<file path="config.mk">
export PLATFORM = sky130hd
export DESIGN_NAME = complex_accumulator
export DESIGN_NICKNAME = d
export VERILOG_FILES = /design/src/rtl/complex_accumulator.sv
export SDC_FILE = /design/constraint.sdc
export NUM_CORES = 1
export LEC_CHECK = 0
export CORE_UTILIZATION = 60
export DETAILED_ROUTE_END_ITERATION = 16
export PLACE_DENSITY = 0.88
export SYNTH_ARGS = -nofsm -noshare
export SYNTH_HDL_FRONTEND = slang
export SYNTH_SLANG_ARGS = --single-unit
export TNS_END_PERCENT = 20
</file>
<file path="constraint.sdc">
create_clock -name clk -period 4.6 [get_ports clk]
set_clock_uncertainty 0.2 [all_clocks]
set_input_delay 0.69 -clock clk [delete_from_list [all_inputs] [get_ports clk]]
set_output_delay 0.69 -clock clk [all_outputs]
set_load 0.01 [all_outputs]
</file>
<file path="src/rtl/complex_accumulator.sv">
// Accumulates TAPS complex partial products per output, rounds/saturates the sum
// to the output Q-format and presents it through a 2-entry valid/ready buffer.
module complex_accumulator #(
    parameter int TAPS     = 16,
    parameter int PP_W     = 52,
    parameter int PP_FRAC  = 47,
    parameter int OUT_W    = 32,
    parameter int OUT_FRAC = 28
) (
    input  logic             clk,
    input  logic             rst_n,
    input  logic             clr,
    input  logic             pp_valid,
    input  logic [PP_W-1:0]  pp_i,
    input  logic [PP_W-1:0]  pp_q,
    output logic             out_valid,
    input  logic             out_ready,
    output logic [OUT_W-1:0] out_i,
    output logic [OUT_W-1:0] out_q,
    output logic             out_sat,
    output logic             overrun
);
    localparam int ACC_W = PP_W + $clog2(TAPS);
    localparam int SHIFT = PP_FRAC - OUT_FRAC;
    localparam int CNT_W = $clog2(TAPS);
    localparam int RND_W = ACC_W + 1;
    localparam int ENT_W = 2 * OUT_W + 1;

    logic [CNT_W-1:0]        tapCnt;
    logic                    lastTap;
    logic signed [ACC_W-1:0] accI, accQ;
    logic signed [ACC_W-1:0] ppIExt, ppQExt, sumI, sumQ;
    logic                    sumDone;

    logic                    rndValid;
    logic [OUT_W-1:0]        rndI, rndQ;
    logic                    rndSat;
    logic [OUT_W:0]          rsI, rsQ;

    logic [ENT_W-1:0]        mem [2];
    logic                    wrPtr, rdPtr;
    logic [1:0]              count;
    logic                    full, pop, accept, drop;
    logic [ENT_W-1:0]        head;

    assign ppIExt  = {{(ACC_W-PP_W){pp_i[PP_W-1]}}, pp_i};
    assign ppQExt  = {{(ACC_W-PP_W){pp_q[PP_W-1]}}, pp_q};
    assign lastTap = (tapCnt == CNT_W'(TAPS - 1));
    assign sumI    = (tapCnt == '0) ? ppIExt : accI + ppIExt;
    assign sumQ    = (tapCnt == '0) ? ppQExt : accQ + ppQExt;

    // One extra bit keeps the rounding bias from overflowing a near-full-scale sum.
    // Returns {clipped, value}.
    function automatic logic [OUT_W:0] roundSat(input logic signed [ACC_W-1:0] s);
        logic signed [RND_W-1:0] biased, r, maxV, minV;
        maxV   = (RND_W'(1) <<< (OUT_W - 1)) - RND_W'(1);
        minV   = ~maxV;
        biased = {s[ACC_W-1], s} + (RND_W'(1) <<< (SHIFT - 1));
        r      = biased >>> SHIFT;
        if (r > maxV)      return {1'b1, maxV[OUT_W-1:0]};
        else if (r < minV) return {1'b1, minV[OUT_W-1:0]};
        else               return {1'b0, r[OUT_W-1:0]};
    endfunction

    assign rsI = roundSat(accI);
    assign rsQ = roundSat(accQ);

    // acc still holds the final sum on the cycle after the last tap, even if a new
    // block starts then, so the round stage reads acc directly.
    always_ff @(posedge clk or negedge rst_n) begin
        if (!rst_n) begin
            tapCnt   <= '0;
            accI     <= '0;
            accQ     <= '0;
            sumDone  <= 1'b0;
            rndValid <= 1'b0;
            rndI     <= '0;
            rndQ     <= '0;
            rndSat   <= 1'b0;
        end else if (clr) begin
            tapCnt   <= '0;
            accI     <= '0;
            accQ     <= '0;
            sumDone  <= 1'b0;
            rndValid <= 1'b0;
            rndI     <= '0;
            rndQ     <= '0;
            rndSat   <= 1'b0;
        end else begin
            sumDone  <= pp_valid && lastTap;
            rndValid <= sumDone;
            if (sumDone) begin
                rndI   <= rsI[OUT_W-1:0];
                rndQ   <= rsQ[OUT_W-1:0];
                rndSat <= rsI[OUT_W] | rsQ[OUT_W];
            end
            if (pp_valid) begin
                accI   <= sumI;
                accQ   <= sumQ;
                tapCnt <= lastTap ? '0 : tapCnt + CNT_W'(1);
            end
        end
    end

    // Output handshake: a head entry transfers on any edge where out_valid && out_ready;
    // head data holds while out_valid && !out_ready, and out_valid only falls after a pop.
    assign full   = (count == 2'd2);
    assign pop    = out_valid && out_ready;
    assign accept = rndValid && (!full || pop);
    assign drop   = rndValid && full && !pop;

    always_ff @(posedge clk or negedge rst_n) begin
        if (!rst_n) begin
            mem[0]  <= '0;
            mem[1]  <= '0;
            wrPtr   <= 1'b0;
            rdPtr   <= 1'b0;
            count   <= '0;
            overrun <= 1'b0;
        end else if (clr) begin
            mem[0]  <= '0;
            mem[1]  <= '0;
            wrPtr   <= 1'b0;
            rdPtr   <= 1'b0;
            count   <= '0;
            overrun <= 1'b0;
        end else begin
            if (accept) begin
                mem[wrPtr] <= {rndI, rndQ, rndSat};
                wrPtr      <= ~wrPtr;
            end
            if (pop) rdPtr <= ~rdPtr;
            count <= count + 2'(accept) - 2'(pop);
            if (drop) overrun <= 1'b1;
        end
    end

    assign head      = mem[rdPtr];
    assign out_valid = (count != 2'd0);
    assign out_i     = head[ENT_W-1 -: OUT_W];
    assign out_q     = head[OUT_W:1];
    assign out_sat   = head[0];
endmodule

</file>
# [Word level (Yosys, flattened, before mapping)]
# Index checks and enable logic that the tools add are counted.
[totals] register_bits=318 in_bits=109
[classes] addsub=7 order_cmp=7 eq_ne=2 muxes=36 bitwise=5 reduce_logical=16
[ops] op="56-bit two-way mux" n=6
[ops] op="130-bit two-way mux" n=2
[ops] op="65-bit two-way mux" n=4
[ops] op="33-bit two-way mux" n=4
[ops] op="130-bit bitwise mux" n=1
[ops] op="32-bit two-way mux" n=4
[ops] op="56-bit by 20-bit adder with 57-bit output, second input constant" n=2
[ops] op="56-bit by 52-bit adder with 56-bit output" n=2
[ops] op="38-bit by 32-bit > comparator with 1-bit output, second input constant" n=2
[ops] op="38-bit by 32-bit < comparator with 1-bit output, second input constant" n=2
[ops] op="65-bit demux with 1-bit select" n=1
[ops] op="4-bit two-way mux" n=3
[ops] op="2-bit nonzero test" n=6
[ops] op="1-bit two-way mux" n=10
[ops] op="1-bit logical AND" n=6
[ops] op="4-bit by 1-bit adder with 4-bit output, second input constant" n=1
[ops] op="4-bit == test, second input constant" n=1
[ops] op="2-bit greater-or-equal comparator, second input constant" n=2
[ops] op="4-bit zero test" n=1
[ops] op="1-bit inverter with 2-bit output" n=2
[ops] op="2-bit by 1-bit adder with 2-bit output" n=1
[ops] op="2-bit == test, second input constant" n=1
[ops] op="1-bit zero test" n=2
[ops] op="2-bit by 1-bit < comparator with 1-bit output, second input constant" n=1
[ops] op="other kinds (5)" n=6

# [Depth between registers and ports, before layout]
[logic_depth] ltp_word=8 ltp_mapped=14

# [Least setup slack after synthesis]
# Ideal clock, no wire load.
[synth_timing] path_type="input -> register" from="in pp_i[0]" to="reg accI[44]" setup_time_ps=83 arrival_ps=3282 t_required_ps=4317 slack_ps=1035 stages=14 path_buffers=0 path_cell_list="ha_1 > inv_1 > fa_1 > nor2b_1 > o2111a_1 > o2111ai_1 > and2_1 > o41ai_2 > a31oi_1 > o21a_1 > o21ai_0 > a211o_1 > nand2_1 > o21ai_0"
[synth_via] elab_chain_cells=4
[synth_rtl] item="start, declared" line="14" rtl="input logic [PP_W-1:0] pp_i,"
[synth_rtl] item="56-bit by 52-bit adder with 56-bit output" line="49" rtl="assign sumI = (tapCnt == '0) ? ppIExt : accI + ppIExt;"
[synth_rtl] item="56-bit two-way mux" line="49"
[synth_rtl] item="56-bit two-way mux" line="97" rtl="if (pp_valid) begin"
[synth_rtl] item="56-bit two-way mux" line="80" rtl="end else if (clr) begin"
[synth_rtl] item="end signal, assigned" line="98" rtl="accI <= sumI;"
[synth_rtl] item="end, declared" line="31" rtl="logic signed [ACC_W-1:0] accI, accQ;"
# No other way between the ends. The select of a mux whose other input is x is not followed.
# A chain may end at the register's enable or synchronous reset.

# [Final worst setup path]
[layout_timing] from="in pp_q[3]" to="reg accQ[55]"
[layout_via] elab_chain_cells=4
[layout_rtl] item="start, declared" line="15" rtl="input logic [PP_W-1:0] pp_q,"
[layout_rtl] item="56-bit by 52-bit adder with 56-bit output" line="50" rtl="assign sumQ = (tapCnt == '0) ? ppQExt : accQ + ppQExt;"
[layout_rtl] item="56-bit two-way mux" line="50"
[layout_rtl] item="56-bit two-way mux" line="97"
[layout_rtl] item="56-bit two-way mux" line="80"
[layout_rtl] item="end signal, assigned" line="99" rtl="accQ <= sumQ;"
[layout_rtl] item="end, declared" line="31"
# No other way between the ends. The select of a mux whose other input is x is not followed.

==> flow_metrics.tcl <==
set metrics [dict create \
    cp.required_ns 4.81 \
    setup.worst_path.end_class "flip-flop" \
    drtIter0Drc 1560 \
    synth_fp_nets 2535 \
    reg2reg_from "accQ[25]" \
    fin_crit_ns 3.984 \
    fin_util 0.7029 \
    grt_max_degree 122 \
    synthAdderAreaFrac 0.07080 \
    p_leak_uw 0.01150 \
    grt.total_usage 0.3264 \
    vdd_drop_max_uv 277.4 \
    rr_worst_depth 10 \
    die_area_mm2 0.03586 \
    cts_hold_buf 0 \
    maxSlewViolCount 0 \
    fin_crit_sh 0.8660 \
    power.density_mw_per_mm2 322.5 \
    synth_compound_area_frac 0.2621 \
    yosysTopAreaCell "dfrtp_1" \
    hold_viol_final 1 \
    ys_types 85 \
    area_delta_synth_final_pct 15.26 \
    tns_ns 0 \
    status "finished with violations" \
    seq_area_frac_synth 0.3777 \
    grt_pass1_vias 17860 \
    cts_root_buffer "clkbuf_16" \
    yosys_warnings 0 \
    fmax_ghz 0.2510 \
    gp_congestion 0.9600 \
    wl_per_cell_um 20.37 \
    io_pins 176 \
    synth_area_mm2 0.02107 \
    async_flop_share 1.000 \
    yosysMostFrequentCell "dfrtp_1" \
    synth-seq-cells 318 \
    avgSynthCellArea_um2 9.128 \
    synth_cells 2308 \
    holdWs_ns -0.002694 \
    crit_path_max_fanout 5 \
    port_buffers 175 \
    coreArea_mm2 0.03454 \
    crit_arrival_ns 4.19 \
    start_util 0.6099 \
    synth_area_leaders "dfrtp_1, ha_1, a22o_1, nand2_1, xnor2_1" \
    synthFlopType "dfrtp_1" \
    row_count 68 \
    report.final.setup_viol 0 \
    grt_overflow 0 \
    die_w_um 189.4 \
    synth_top_family_by_area "compound AO/OA/AOI/OAI gates" \
    synth_edf_count 0 \
    clockBufferDepth 3 \
    post-cts-setup-buffers 0 \
    dr_total_vias 18790 \
    rsz0062_at_grt "false" \
    drtPass1Iterations 12 \
    worstMarginPinSlew_ns 0.9830 \
    avgViaCountPerCell 6.528 \
    hp-class "in -> async" \
    clkTransAtPathRegs_ns 0.06 \
    final_antenna_net_count 0 \
    cap_violations 0 \
    cts.sinks 318 \
    yosys.area.top_type_share 0.3777 \
    yosys-top-cells-count "dfrtp_1, nand2_1, a21oi_1, nor2_1, a22o_1" \
    critPathKind "in -> reg" \
    die-height_um 189.4 \
    synth_xor_xnor_area_share 0.06818 \
    drive_gt1_frac 0.08010 \
    cts_tree "done" \
    r2r_slack_ns 0.79 \
    critPathLaunchType "input port" \
    synth_simple_gate_area_share 0.1465 \
    antenna_found_initial 2 \
    violations "design-rule violations, negative hold slack" \
    clk_latency_ns 0.56 \
    synth_mux_area_frac 0.03665 \
    r2r_end "rndQ[21]" \
    drc 1 \
    wl_mm 58.63 \
    grt_pass1_wl_mm 94.56 \
    dp_hpwl_mm 41.23 \
    fin_nets 2622 \
    cts_resized 0 \
    max_slew_margin 0.3447 \
    cts_buffers 37 \
    htree_levels 2 \
]
[worst max-delay path: stages]
cell and delay (ns):
clkdlybuf4s50_1 0.46, ha_1 0.40, nand3_1 0.12, o211ai_2 0.21, nand3_1 0.13, nand2_1 0.14
a21oi_2 0.09, o31a_1 0.35, o41a_1 0.53, o21ai_1 0.33, a21oi_1 0.15, a2111oi_0 0.49
nor3_1 0.10
[layer usage]
metal | GRT usage | vias up | part of all wire
li1 | - | 8732 | -
met2 | 0.5093 | 792 | 0.46
met1 | 0.4567 | 9129 | 0.43
met4 | 0.1281 | 2 | 0.034
met5 | 0 | - | 0.00014
met3 | 0.04986 | 132 | 0.071
[area by class of cell]
cell class              instances  area, µm²
multi-input cells            1786      12350
fillers                      2620      10260
flip-flops and latches        318       7959
repair buffers                209       2044
clock buffers                  56       1059
well taps                     455      569.3
inverters                      43      161.4
clock inverters                10      132.6
diodes                          1      2.502
[through the flow]
| step | std cells | area, µm² | setup slack, ns | hold WS [ns] | total power, µW |
|---|---|---|---|---|---|
| after global placement | 2811 | 23090 | 0.2055 | 0.2814 | 4864 |
| after detailed placement | 2811 | 23090 | 0.1479 | 0.2866 | 4913 |
| after CTS | 2877 | 24280 | 0.6901 | 0.04440 | 7836 |
| after floorplan | 2308 | 21070 | 1.035 | 0.1944 | 4349 |
| after global routing | 2878 | 24280 | 0.3667 | 0.08583 | 8182 |
| final | 2878 | 24280 | 0.6163 | -0.002694 | 7831 |
[placed cells by master, fill, tap and decap left out, types with 33 or more instances in the layout]
master	count
nor2_1	149
mux2_2	65
clkdlybuf4s50_1	172
clkbuf_16	38
xor2_1	71
nand3_1	50
dfrtp_1	317
a21o_1	77
o21ai_0	97
inv_1	43
a311oi_1	45
buf_4	33
ha_1	116
xnor2_1	93
a22oi_1	91
a22o_1	131
nand4_1	42
a21oi_1	152
nand2_1	282
[report_power, final]
group	internal (µW)	switching, µW
Combinational	750	1110
Sequential	2900	162
Clock	1710	1200
Total	5360	2470
[how the worst max path moves through the flow]
stage | from | to | slack, ns
6_report | pp_q[3] | accQ[55] | 0.62
5_1_grt | pp_q[4] | accQ[55] | 0.37
4_1_cts | pp_q[0] | accQ[54] | 0.69
3_5_place_dp | pp_q[0] | accQ[46] | 0.15
3_3_place_gp | pp_q[0] | accQ[46] | 0.21
2_1_floorplan | pp_i[0] | accI[44] | 1.04
[cell families (layout without fill, tap and decap cells)]
logic type	Yosys count	in the layout
simple gates	663	663
fa+ha+maj	118	118
flops	318	318
xor+xnor	164	164
buf+inv	204	318
other cells	0	1
compound gates	772	772
mux	69	69
[sequential cells by signal, indices dropped and copies added (netlist names)]
register / count
count: 2
rdPtr: 1
overrun: 1
tapCnt: 4
wrPtr: 1
rndSat: 1
sumDone: 1
accQ: 56
rndValid: 1
rndI: 32
mem: 130
accI: 56
rndQ: 32
Note: power is estimated with default switching activity, not from simulation.
